[config.mk]
export PLATFORM = sky130hd
export DESIGN_NAME = keypad_scan_flat
export DESIGN_NICKNAME = d
export VERILOG_FILES = /design/src/rtl/keypad_scan_if.sv /design/src/rtl/keypad_scan.sv /design/src/flat_wrapper.sv
export SDC_FILE = /design/constraint.sdc
export NUM_CORES = 1
export LEC_CHECK = 0
export CELL_PAD_IN_SITES_DETAIL_PLACEMENT = 1
export CELL_PAD_IN_SITES_GLOBAL_PLACEMENT = 1
export CORE_UTILIZATION = 43
export CTS_CLUSTER_SIZE = 8
export DETAILED_ROUTE_END_ITERATION = 8
export PLACE_DENSITY_LB_ADDON = 0.1
export REMOVE_ABC_BUFFERS = 1
export SKIP_LAST_GASP = 1
export SYNTH_ARGS = -nofsm -noshare
export SYNTH_HDL_FRONTEND = slang
export SYNTH_SLANG_ARGS = --single-unit
[constraint.sdc]
create_clock -name clk -period 6.4 [get_ports clk]
set_clock_uncertainty 0.2 [all_clocks]
set_input_delay 1.28 -clock clk [delete_from_list [all_inputs] [get_ports clk]]
set_output_delay 1.28 -clock clk [all_outputs]
set_load 0.01 [all_outputs]
[src/rtl/keypad_scan_if.sv]
// Keypad pin and key-vector bundle between the scanner and its environment.
interface keypad_scan_if;
    logic [3:0]  row_in;
    logic [3:0]  col_out;
    logic [15:0] key;
    logic [15:0] key_press;
    logic        frame_done;

    modport master (input row_in, output col_out, key, key_press, frame_done);
    modport slave  (output row_in, input col_out, key, key_press, frame_done);
endinterface

[src/rtl/keypad_scan.sv]
// 4x4 active-low matrix keypad scanner with whole-frame debounce and press strobes.
module keypad_scan #(
    parameter int SCAN_DIV        = 50_000,
    parameter int DEBOUNCE_FRAMES = 5
) (
    input  logic          clk,
    input  logic          rst_n,
    keypad_scan_if.master kp
);
    localparam int DIV_W = (SCAN_DIV > 1) ? $clog2(SCAN_DIV) : 1;
    localparam int CNT_W = $clog2(DEBOUNCE_FRAMES + 1);
    localparam logic [DIV_W-1:0] DIV_LAST = DIV_W'(SCAN_DIV - 1);
    localparam logic [CNT_W-1:0] CNT_MAX  = CNT_W'(DEBOUNCE_FRAMES);

    logic [DIV_W-1:0] div_q, div_d;
    logic [1:0]       col_q, col_d;
    logic [3:0]       col_out_q, col_out_d;
    logic [3:0]       sync1_q, sync2_q;
    logic [15:0]      raw_q, raw_d;
    logic [15:0]      cand_q, cand_d;
    logic [CNT_W-1:0] stab_q, stab_d;
    logic [15:0]      key_q, key_d;
    logic [15:0]      press_q, press_d;
    logic             sample;
    logic             frame_end;

    assign sample    = (div_q == DIV_LAST);
    assign frame_end = sample && (col_q == 2'd3);

    always_comb begin
        div_d     = sample ? '0 : div_q + 1'b1;
        col_d     = sample ? col_q + 2'd1 : col_q;
        col_out_d = ~(4'b0001 << col_d);
        raw_d     = raw_q;
        // raw_d doubles as the completed frame: column 3 is merged in the same cycle
        if (sample) begin
            for (int r = 0; r < 4; r++) begin
                raw_d[{2'(r), col_q}] = ~sync2_q[r];
            end
        end
    end

    always_comb begin
        cand_d = cand_q;
        stab_d = stab_q;
        key_d  = key_q;
        if (frame_end) begin
            if (raw_d != cand_q) begin
                cand_d = raw_d;
                stab_d = CNT_W'(1);
            end else if (stab_q < CNT_MAX) begin
                stab_d = stab_q + 1'b1;
            end
            if (stab_d == CNT_MAX) begin
                key_d = raw_d;
            end
        end
        press_d = key_d & ~key_q;
    end

    always_ff @(posedge clk or negedge rst_n) begin
        if (!rst_n) begin
            div_q     <= '0;
            col_q     <= 2'd0;
            col_out_q <= 4'b1110;
            sync1_q   <= 4'b1111;
            sync2_q   <= 4'b1111;
            raw_q     <= '0;
            cand_q    <= '0;
            stab_q    <= '0;
            key_q     <= '0;
            press_q   <= '0;
        end else begin
            div_q     <= div_d;
            col_q     <= col_d;
            col_out_q <= col_out_d;
            sync1_q   <= kp.row_in;
            sync2_q   <= sync1_q;
            raw_q     <= raw_d;
            cand_q    <= cand_d;
            stab_q    <= stab_d;
            key_q     <= key_d;
            press_q   <= press_d;
        end
    end

    assign kp.col_out    = col_out_q;
    assign kp.key        = key_q;
    assign kp.key_press  = press_q;
    assign kp.frame_done = frame_end;
endmodule

[src/flat_wrapper.sv]
// flat-port wrapper written by rule: the top's interface ports become plain ports
module keypad_scan_flat 
#(
    parameter int SCAN_DIV        = 50_000,
    parameter int DEBOUNCE_FRAMES = 5
)
  (clk, rst_n, kp_row_in, kp_col_out, kp_key, kp_key_press, kp_frame_done);
  keypad_scan_if kp_i ();
  input  logic clk;
  input  logic rst_n;
  input wire logic [$bits(kp_i.row_in)-1:0] kp_row_in;
  output wire logic [$bits(kp_i.col_out)-1:0] kp_col_out;
  output wire logic [$bits(kp_i.key)-1:0] kp_key;
  output wire logic [$bits(kp_i.key_press)-1:0] kp_key_press;
  output wire logic [$bits(kp_i.frame_done)-1:0] kp_frame_done;
  assign kp_i.row_in = kp_row_in;
  assign kp_col_out = kp_i.col_out;
  assign kp_key = kp_i.key;
  assign kp_key_press = kp_i.key_press;
  assign kp_frame_done = kp_i.frame_done;
  keypad_scan #(.SCAN_DIV(SCAN_DIV), .DEBOUNCE_FRAMES(DEBOUNCE_FRAMES)) u_core (.clk(clk), .rst_n(rst_n), .kp(kp_i));
endmodule
==> Word level (Yosys, flattened, before mapping) <==
Cells that the tools add are included.
{ "word_totals": {"reg_bits": 97, "output_inout_bits": 37, "word_cells": 60} }
{ "classes": {"n_addsub": 3, "magnitude_cmp": 9, "eq_ne": 4, "shifts": 1, "n_mux": 20, "bitwise_logic": 7, "n_reduce_logical": 6} }
{ "op_table": {"columns": ["cell", "n"], "rows": [
  ["bitwise mux 16 bit", 4],
  ["two-way mux 16 bit", 4],
  ["adder 16 x 1 -> 16 bit (second input constant)", 1],
  ["bitwise AND 16 bit", 1],
  ["== test 16 bit (second input constant)", 1],
  ["inequality test 16 bit", 1],
  ["inverter 16 bit", 1],
  ["< comparator 4 x 5 -> 1 bit (second input constant)", 2],
  ["two-way mux 3 bit", 3],
  ["demux 1 bit (select 2 bit)", 4],
  ["greater-or-equal comparator 4 x 1 -> 1 bit (second input constant)", 2],
  ["logical AND 1 bit", 5],
  ["< comparator 2 x 5 -> 1 bit (second input constant)", 1],
  ["< comparator 3 x 5 -> 1 bit (second input constant)", 1],
  ["two-way mux 1 bit", 4],
  ["inverter 1 bit", 4],
  ["inverter 4 bit", 1],
  ["<< shifter 1 x 2 -> 4 bit (first input constant)", 1],
  ["adder 3 x 1 -> 3 bit (second input constant)", 1],
  ["== test 3 bit (second input constant)", 1],
  ["greater-or-equal comparator 3 x 1 -> 1 bit (second input constant)", 1],
  ["< comparator 3 bit (second input constant)", 1],
  ["adder 2 x 1 -> 2 bit (second input constant)", 1],
  ["== test 2 bit (second input constant)", 1],
  ["3 further kinds", 3]
]} }

==> Longest topological paths before layout <==
Gate-level depths: netlist (run 1).
{ "logic_depth": {"word_depth": 16, "depth_mapped": 11, "mapped_depth_nobuf": 9} }

==> Worst setup path before layout (run 1) <==
Ideal clock, no wire load.
{ "synth_timing": {"path_type": "flip-flop to flip-flop", "from": "reg u_core.col_q[0]", "to": "reg u_core.key_q[10], in the netlist u_core.kp.key[10]", "arrival_time_ns": 2.775, "t_required_ns": 6.072, "slack_ns": 3.297, "stages_incl_launch_ff": 11, "path_buffers": 1, "synth_period_minus_slack_ns": 3.103, "cell_sequence": "dfrtp_1 > inv_1 > ha_1 > and4_1 > nand4_2 > mux2i_1 > xnor2_1 > o221ai_2 > nor4b_4 > buf_6 > mux2_1"} }
{ "synth_between": {"elab_chain_cells": 15} }
{ "synth_rtl": {"columns": ["item", "line_no", "rtl"], "rows": [
  ["from (decl)", "keypad_scan.sv:16", "logic [1:0] col_q, col_d;"],
  ["from (signal assigned)", "keypad_scan.sv:75", "col_q <= col_d;"],
  ["< comparator 2 x 5 -> 1 bit (not written as such) / greater-or-equal comparator 2 x 1 -> 1 bit (equally long branches)", "keypad_scan.sv:38", "raw_d[{2'(r), col_q}] = ~sync2_q[r];"],
  ["logical AND 1 bit (not written as such)", "keypad_scan.sv:38", null],
  ["two-way mux 1 bit (not written as such)", "keypad_scan.sv:38", null],
  ["demux 1 bit (select 2 bit) *", null, null],
  ["bitwise mux 16 bit * (4 in a row)", "keypad_scan.sv:38", null],
  ["two-way mux 16 bit *", "keypad_scan.sv:36", "if (sample) begin"],
  ["via u_core.raw_d[2]", "keypad_scan.sv:19", "logic [15:0] raw_q, raw_d;"],
  ["inequality test 16 bit *", "keypad_scan.sv:48", "if (raw_d != cand_q) begin"],
  ["two-way mux 3 bit *", "keypad_scan.sv:48", null],
  ["two-way mux 3 bit *", "keypad_scan.sv:47", "if (frame_end) begin"],
  ["== test 3 bit *", "keypad_scan.sv:54", "if (stab_d == CNT_MAX) begin"],
  ["two-way mux 16 bit *", "keypad_scan.sv:54", null],
  ["two-way mux 16 bit *", "keypad_scan.sv:47", null],
  ["via u_core.key_d[10]", "keypad_scan.sv:22", "logic [15:0] key_q, key_d;"],
  ["to (signal assigned)", "keypad_scan.sv:82", "key_q <= key_d;"],
  ["to (decl)", "keypad_scan.sv:22", null]
]} }
The timed path passes the listed nets; every way through them passes the cells marked *. The select of a mux whose other input is x is not followed.
A chain may end at the register's enable or synchronous reset.

==> Worst setup path in the final report (run 1) <==
{ "layout_timing": {"from": "reg u_core.col_q[0]", "to": "reg u_core.key_q[0], in the netlist u_core.kp.key[0]"} }
The elaborated chain is that of the path after synthesis.

==> results.sh, run 1 <==
export IMPL_clock_sinks=97
export IMPL_routed_wl_mm=10.14
export IMPL_synth_mux_area_fraction_pct=9.454
export IMPL_num_nets_final=436
export IMPL_area_growth_pct=16.12
export IMPL_synthSimpleGateAreaFrac_pct=17.33
export IMPL_ios=43
export IMPL_max_stage_delay_ns=1.12
export IMPL_design_core_area_mm2=0.009910
export IMPL_io_buffer_count=42
export IMPL_ant_nets=0
export IMPL_status="complete, no violations"
export IMPL_worst_slack_ns=2.248
export IMPL_first_pass_iters=4
export IMPL_drtIter0Drc=84
export IMPL_required_ns=6.46
export IMPL_synth_cells=382
export IMPL_avgSynthCellArea_um2=11.64
export IMPL_n_fill_cell=1082
export IMPL_slew_viol_final=0
export IMPL_tightestPinTransition_ns=1.254
export IMPL_pre_cts_ws_ns=2.171
export IMPL_die_h_um=103.7
export IMPL_synth_top_cell_area_share_pct=48.40
export IMPL_grt_max_degree=72
export IMPL_hpwlAfterDp_mm=7.168
export IMPL_grt_pass1_wl_mm=17.15
export IMPL_die_area_mm2=0.01075
export IMPL_rsz0062_at_grt="no"
export IMPL_grt_overflow=0
export IMPL_synth_compound_area_share_pct=7.991
export IMPL_critPathCaptureType="flip-flop"
export IMPL_p_leak_nw=2.347
export IMPL_synth_xor_area_share_pct=5.515
export IMPL_cap_violations=0
export IMPL_cts_max_path_buffers=2
export IMPL_ys_flop_type="dfrtp_1"
export IMPL_htree_levels=3
export IMPL_cts_buffers=9
export IMPL_grt_pass1_vias=3278
export IMPL_ys_top_cells_by_area="dfrtp_1, dfstp_2, mux2_2, mux2_1, xnor2_1"
export IMPL_worst_path_max_fanout=16
export IMPL_cts_tree="done"
export IMPL_hold_class="flip-flop to flip-flop"
export IMPL_drc_errors=0
export IMPL_setup_worst_path_start_class="flip-flop"
export IMPL_ctsResizeCount=0
export IMPL_grt_util_all_layers_pct=20.28
export IMPL_cts_hold_fix_buffers=0
export IMPL_slowest_stage="nor4b_4"
export IMPL_setup_violations=0
export IMPL_drive_gt1_share_pct=13.99
export IMPL_min_period_ns=4.152
export IMPL_slew_headroom_pct=16.06
export IMPL_synth_most_common_cell="dfrtp_1"
export IMPL_netlist_area_mm2=0.004447
export IMPL_synth_top_family_by_area="simple AND/OR/NAND/NOR gates"
export IMPL_n_antenna_cell=0
export IMPL_synth_top_cells_by_count="dfrtp_1, nand2_1, o21ai_0, inv_1, nor2_1"
export IMPL_routed_via_density=5.354
export IMPL_path_cells="inv_1 > ha_1 > and4_1 > nand4_2 > mux2i_1 > xnor2_1 > o221ai_2 > nor4b_4 > mux2_2"
export IMPL_power_density_mw_per_mm2=198.2
export IMPL_yosysSeqAreaShare_pct=54.90
export IMPL_post_route_period_util_pct=64.88
export IMPL_async_flop_share_pct=100.0
export IMPL_synth_edff_count=0
export IMPL_ys_warn_count=0
export IMPL_critical_path_class="flip-flop to flip-flop"
export IMPL_postSynthRegisterBits=97
export IMPL_clk_pin_slew_worst_paths_ns=0.10
export IMPL_gp_congestion=0.8327
export IMPL_irDropWorstVdd_v=0.0001008
export IMPL_setup_tns_ns=0
export IMPL_fmax_ghz=0.2408
export IMPL_clk_latency_ns=0.37
export IMPL_finalHoldViolCount=0
export IMPL_placementRows=36
export IMPL_cts_setup_buffers=0
export IMPL_route_vias_total=3009
export IMPL_yosysUniqueCellTypes=55
export IMPL_yosysTopAreaCell="dfrtp_1"
export IMPL_critical_path_arrival_ns=4.21
export IMPL_routedWlPerCell_um=18.04
export IMPL_synthAdderAreaFrac_pct=1.688
export IMPL_cts_root_buf="clkbuf_8"
export IMPL_die_x_um=103.7
export IMPL_start_util_pct=44.87
export IMPL_antenna_found_initial=0
[critical path, delay by kind of cell (launching register included)]
| kind | cells | cell delay [ns] |
|---|---|---|
| xor gates and xnor gates | 1 | 0.23 |
| adders and majority gates | 1 | 0.32 |
| and+or+nand+nor | 3 | 1.66 |
| buffers and inverters | 1 | 0.10 |
| DFF | 1 | 0.44 |
| muxes | 2 | 0.89 |
| AOI/OAI and AO/OA | 1 | 0.21 |
[cell type report]
type	count	area, um^2	share of cell area (%)
Multi-Input combinational cell	253	1867	36.15
Timing Repair Buffer	44	432.9	8.384
Clock buffer	9	123.9	2.399
Inverter	19	71.32	1.381
Clock inverter	7	61.31	1.187
Tap cell	133	166.4	3.223
Sequential cell	97	2441	47.27
[logic make-up after synthesis]
group,after synthesis
multiplexers,38
AO/OA/AOI/OAI,54
XOR/XNOR,28
adder cells (fa/ha/maj),6
buffers and inverters,32
flip-flops,97
AND/OR/NAND/NOR,127
[state kept, by name (all words and copies together), names as in the netlist]
| name | flops |
|---|---|
| u_core.kp.key | 16 |
| u_core.kp.col_out | 4 |
| u_core.sync1_q | 4 |
| u_core.sync2_q | 4 |
| u_core.stab_q | 3 |
| u_core.cand_q | 16 |
| u_core.kp.key_press | 16 |
| u_core.raw_q | 16 |
| u_core.div_q | 16 |
| u_core.col_q | 2 |
[layout by cell type (no fill, tap or decap), types with 5 or more instances in the layout]
cell type,count
dfrtp_1,86
clkdlybuf4s50_1,41
nand2_1,31
o21ai_0,20
inv_1,19
nor2_1,19
mux2_2,18
nor3b_1,16
xnor2_1,14
xor2_1,14
nand3_1,13
mux2_1,11
dfstp_2,11
clkbuf_8,9
and4_1,8
mux2i_1,8
nand2b_1,7
a21oi_1,7
ha_1,6
nor3_1,5
nor2b_1,5
[final timing paths]
check | startpoint | to | slack (ns) | cells past startpoint
max in group asynchronous | rst_n | u_core.cand_q[10] | 4.20 | 2
hold reg to reg | u_core.sync1_q[3] | u_core.sync2_q[3] | 0.15 | 0
setup / recovery | u_core.col_q[0] | u_core.kp.key[0] | 2.25 | 9
min in group asynchronous | rst_n | u_core.div_q[10] | 0.61 | 1
hold / removal | u_core.sync1_q[3] | u_core.sync2_q[3] | 0.15 | 0
setup reg to reg | u_core.col_q[0] | u_core.kp.key[0] | 2.25 | 9
[stage by stage]
stage                     utilization, %  cells  cell area, um^2  total power [W]  hold slack (ns)
after floorplan                        -    369             4379        0.0006348           0.1452
after global placement             50.24    546             4979        0.0006531           0.1461
after detailed placement           50.24    546             4979        0.0006537           0.1472
after CTS                          52.11    562             5164         0.001032           0.1606
after global routing               52.11    562             5164         0.001056           0.1621
final                              52.11    562             5164         0.001023           0.1534
[report_power, final]
group          switching, W  internal [W]
clock              0.000235      0.000148
sequential       0.00000466      0.000617
combinational     0.0000136    0.00000510
[routing by layer]
metal	vias up	wire [um]	global-route usage, %
met5	-	0	0
met4	0	129	6.531
met3	12	362	2.643
met2	58	4859	33.75
met1	1522	4785	27.56
li1	1417	-	-
No activity file was read; power rests on OpenSTA's default activity.
==> run 2, diff against run 1 <==
Clock period 6.4 ns to 4 ns, I/O delays scaled along.
==> run 2 against run 1 <==
- first-iteration DRC count grew 12%
- register-to-register slack lost 1.8 ns
- global-route usage grew 0.47 points
- cell count grew 1.1%
- count of clock-buffer cells in the layout is the same
- maximum frequency grew 18%
- critical endpoint is now u_core.kp.key[13]
- largest power group unchanged
==> results.sh, run 2 (synthesis gave the netlist of run 1 again) <==
export IMPL_seq_area_mm2=0.002441
export IMPL_gp_congestion=0.8512
export IMPL_cts_root_buf="clkbuf_8"
export IMPL_ant_nets=0
export IMPL_slew_headroom_pct=51.38
export IMPL_worst_path_max_fanout=16
export IMPL_antenna_found_initial=0
export IMPL_ctsResizeCount=0
export IMPL_cts_setup_buffers=0
export IMPL_tightestPinTransition_ns=0.7294
export IMPL_setup_worst_path_start_class="flip-flop"
export IMPL_die_h_um=103.7
export IMPL_post_route_period_util_pct=88.14
export IMPL_grt_pass1_vias=3290
export IMPL_slew_viol_final=0
export IMPL_grt_pass1_wl_mm=17.36
export IMPL_cts_hold_fix_buffers=0
export IMPL_cap_violations=0
export IMPL_htree_levels=3
export IMPL_clock_sinks=97
export IMPL_grt_overflow=0
export IMPL_n_antenna_cell=0
export IMPL_start_util_pct=44.87
export IMPL_required_ns=4.06
export IMPL_slowest_stage="mux2i_1"
export IMPL_routed_wl_mm=10.16
export IMPL_p_leak_nw=2.394
export IMPL_fmax_ghz=0.2836
export IMPL_die_x_um=103.7
export IMPL_num_nets_final=442
export IMPL_max_stage_delay_ns=0.46
export IMPL_critical_path_arrival_ns=3.58
export IMPL_layout_commonest_cell="dfrtp_1"
export IMPL_fin_util_pct=52.73
export IMPL_routedWlPerCell_um=17.88
export IMPL_drive_gt1_share_pct=15.17
export IMPL_routed_via_density=5.430
export IMPL_io_buffer_count=42
export IMPL_hpwlAfterDp_mm=7.360
export IMPL_setup_tns_ns=0
export IMPL_power_density_mw_per_mm2=320.7
export IMPL_rsz0062_at_grt="no"
export IMPL_area_growth_pct=17.50
export IMPL_critical_path_class="flip-flop to flip-flop"
export IMPL_irDropWorstVdd_v=0.0002060
export IMPL_min_period_ns=3.526
export IMPL_cts_tree="done"
export IMPL_cts_buffers=9
export IMPL_n_fill_cell=1077
export IMPL_final_cell_mix="dfrtp_1, clkdlybuf4s50_1, nand2_1"
export IMPL_finalHoldViolCount=0
export IMPL_drc_errors=0
export IMPL_grt_max_degree=58
export IMPL_first_pass_iters=4
export IMPL_critPathCaptureType="flip-flop"
export IMPL_drtIter0Drc=94
export IMPL_multi_input_area_mm2=0.001867
export IMPL_ios=43
export IMPL_clk_latency_ns=0.37
export IMPL_route_vias_total=3084
export IMPL_cts_max_path_buffers=2
export IMPL_hold_class="flip-flop to flip-flop"
export IMPL_setup_violations=0
export IMPL_status="complete, no violations"
export IMPL_worst_slack_ns=0.4744
export IMPL_path_cells="inv_1 > ha_1 > and4_1 > nand4_2 > mux2i_1 > xnor2_1 > o221ai_2 > nor4b_4 > buf_4 > mux2_1"
export IMPL_clk_pin_slew_worst_paths_ns=0.10
export IMPL_die_area_mm2=0.01075
export IMPL_pre_cts_ws_ns=0.5045
export IMPL_design_core_area_mm2=0.009910
export IMPL_grt_util_all_layers_pct=20.75
export IMPL_placementRows=36
## run 2: area by class of cell
| type | instances | area share, % |
|---|---|---|
| multi-input cells | 253 | 35.73 |
| clock inverters | 7 | 1.485 |
| inverters | 19 | 1.365 |
| clock buffers | 9 | 2.371 |
| flip-flops and latches | 97 | 46.72 |
| repair buffers | 50 | 9.148 |
| well taps | 133 | 3.185 |
## run 2: final timing paths
kind	startpoint	to	slack, ns	depth (start not counted)
worst min-delay path	u_core.sync1_q[1]	u_core.sync2_q[1]	0.16	0
worst min register to register	u_core.sync1_q[1]	u_core.sync2_q[1]	0.16	0
max in group asynchronous	rst_n	u_core.kp.col_out[1]	2.49	2
worst max register to register	u_core.col_q[0]	u_core.kp.key[13]	0.47	10
worst max-delay path	u_core.col_q[0]	u_core.kp.key[13]	0.47	10
min in group asynchronous	rst_n	u_core.div_q[14]	0.28	1
## run 2: power breakdown
| group | switching [W] | internal (W) | leakage (nW) |
|---|---|---|---|
| Combinational | 0.0000218 | 0.00000877 | 0.990 |
| Sequential | 0.00000768 | 0.000988 | 1.30 |
| Clock | 0.000355 | 0.000294 | 0.100 |
| Total | 0.000385 | 0.00129 | 2.39 |
## run 2: stage by stage
step | total power, W | instances | hold WS, ns | area (um^2)
finish | 0.001676 | 568 | 0.1606 | 5225
global route | 0.001734 | 568 | 0.1687 | 5225
CTS | 0.001696 | 568 | 0.1614 | 5225
detailed placement | 0.001047 | 552 | 0.1469 | 5024
global placement | 0.001046 | 552 | 0.1464 | 5024
floorplan | 0.001016 | 369 | 0.1452 | 4379
## run 2: per-layer routing
metal	up-vias	routed length, um	track usage (%)	share of wire [%]
met2	52	4723	32.41	46
li1	1431	-	-	-
met1	1584	4964	28.73	49
met4	0	240	8.980	2.4
met5	-	0	0	0
met3	17	229	3.335	2.3
## run 2: worst max-delay path, delay by kind of cell, from the launching register on
family | cells | cell delay [ns]
muxes | 2 | 0.83
buffers and inverters | 2 | 0.41
xor gates and xnor gates | 1 | 0.23
adders and majority gates | 1 | 0.28
AOI/OAI and AO/OA | 1 | 0.20
and+or+nand+nor | 3 | 0.82
DFF | 1 | 0.44
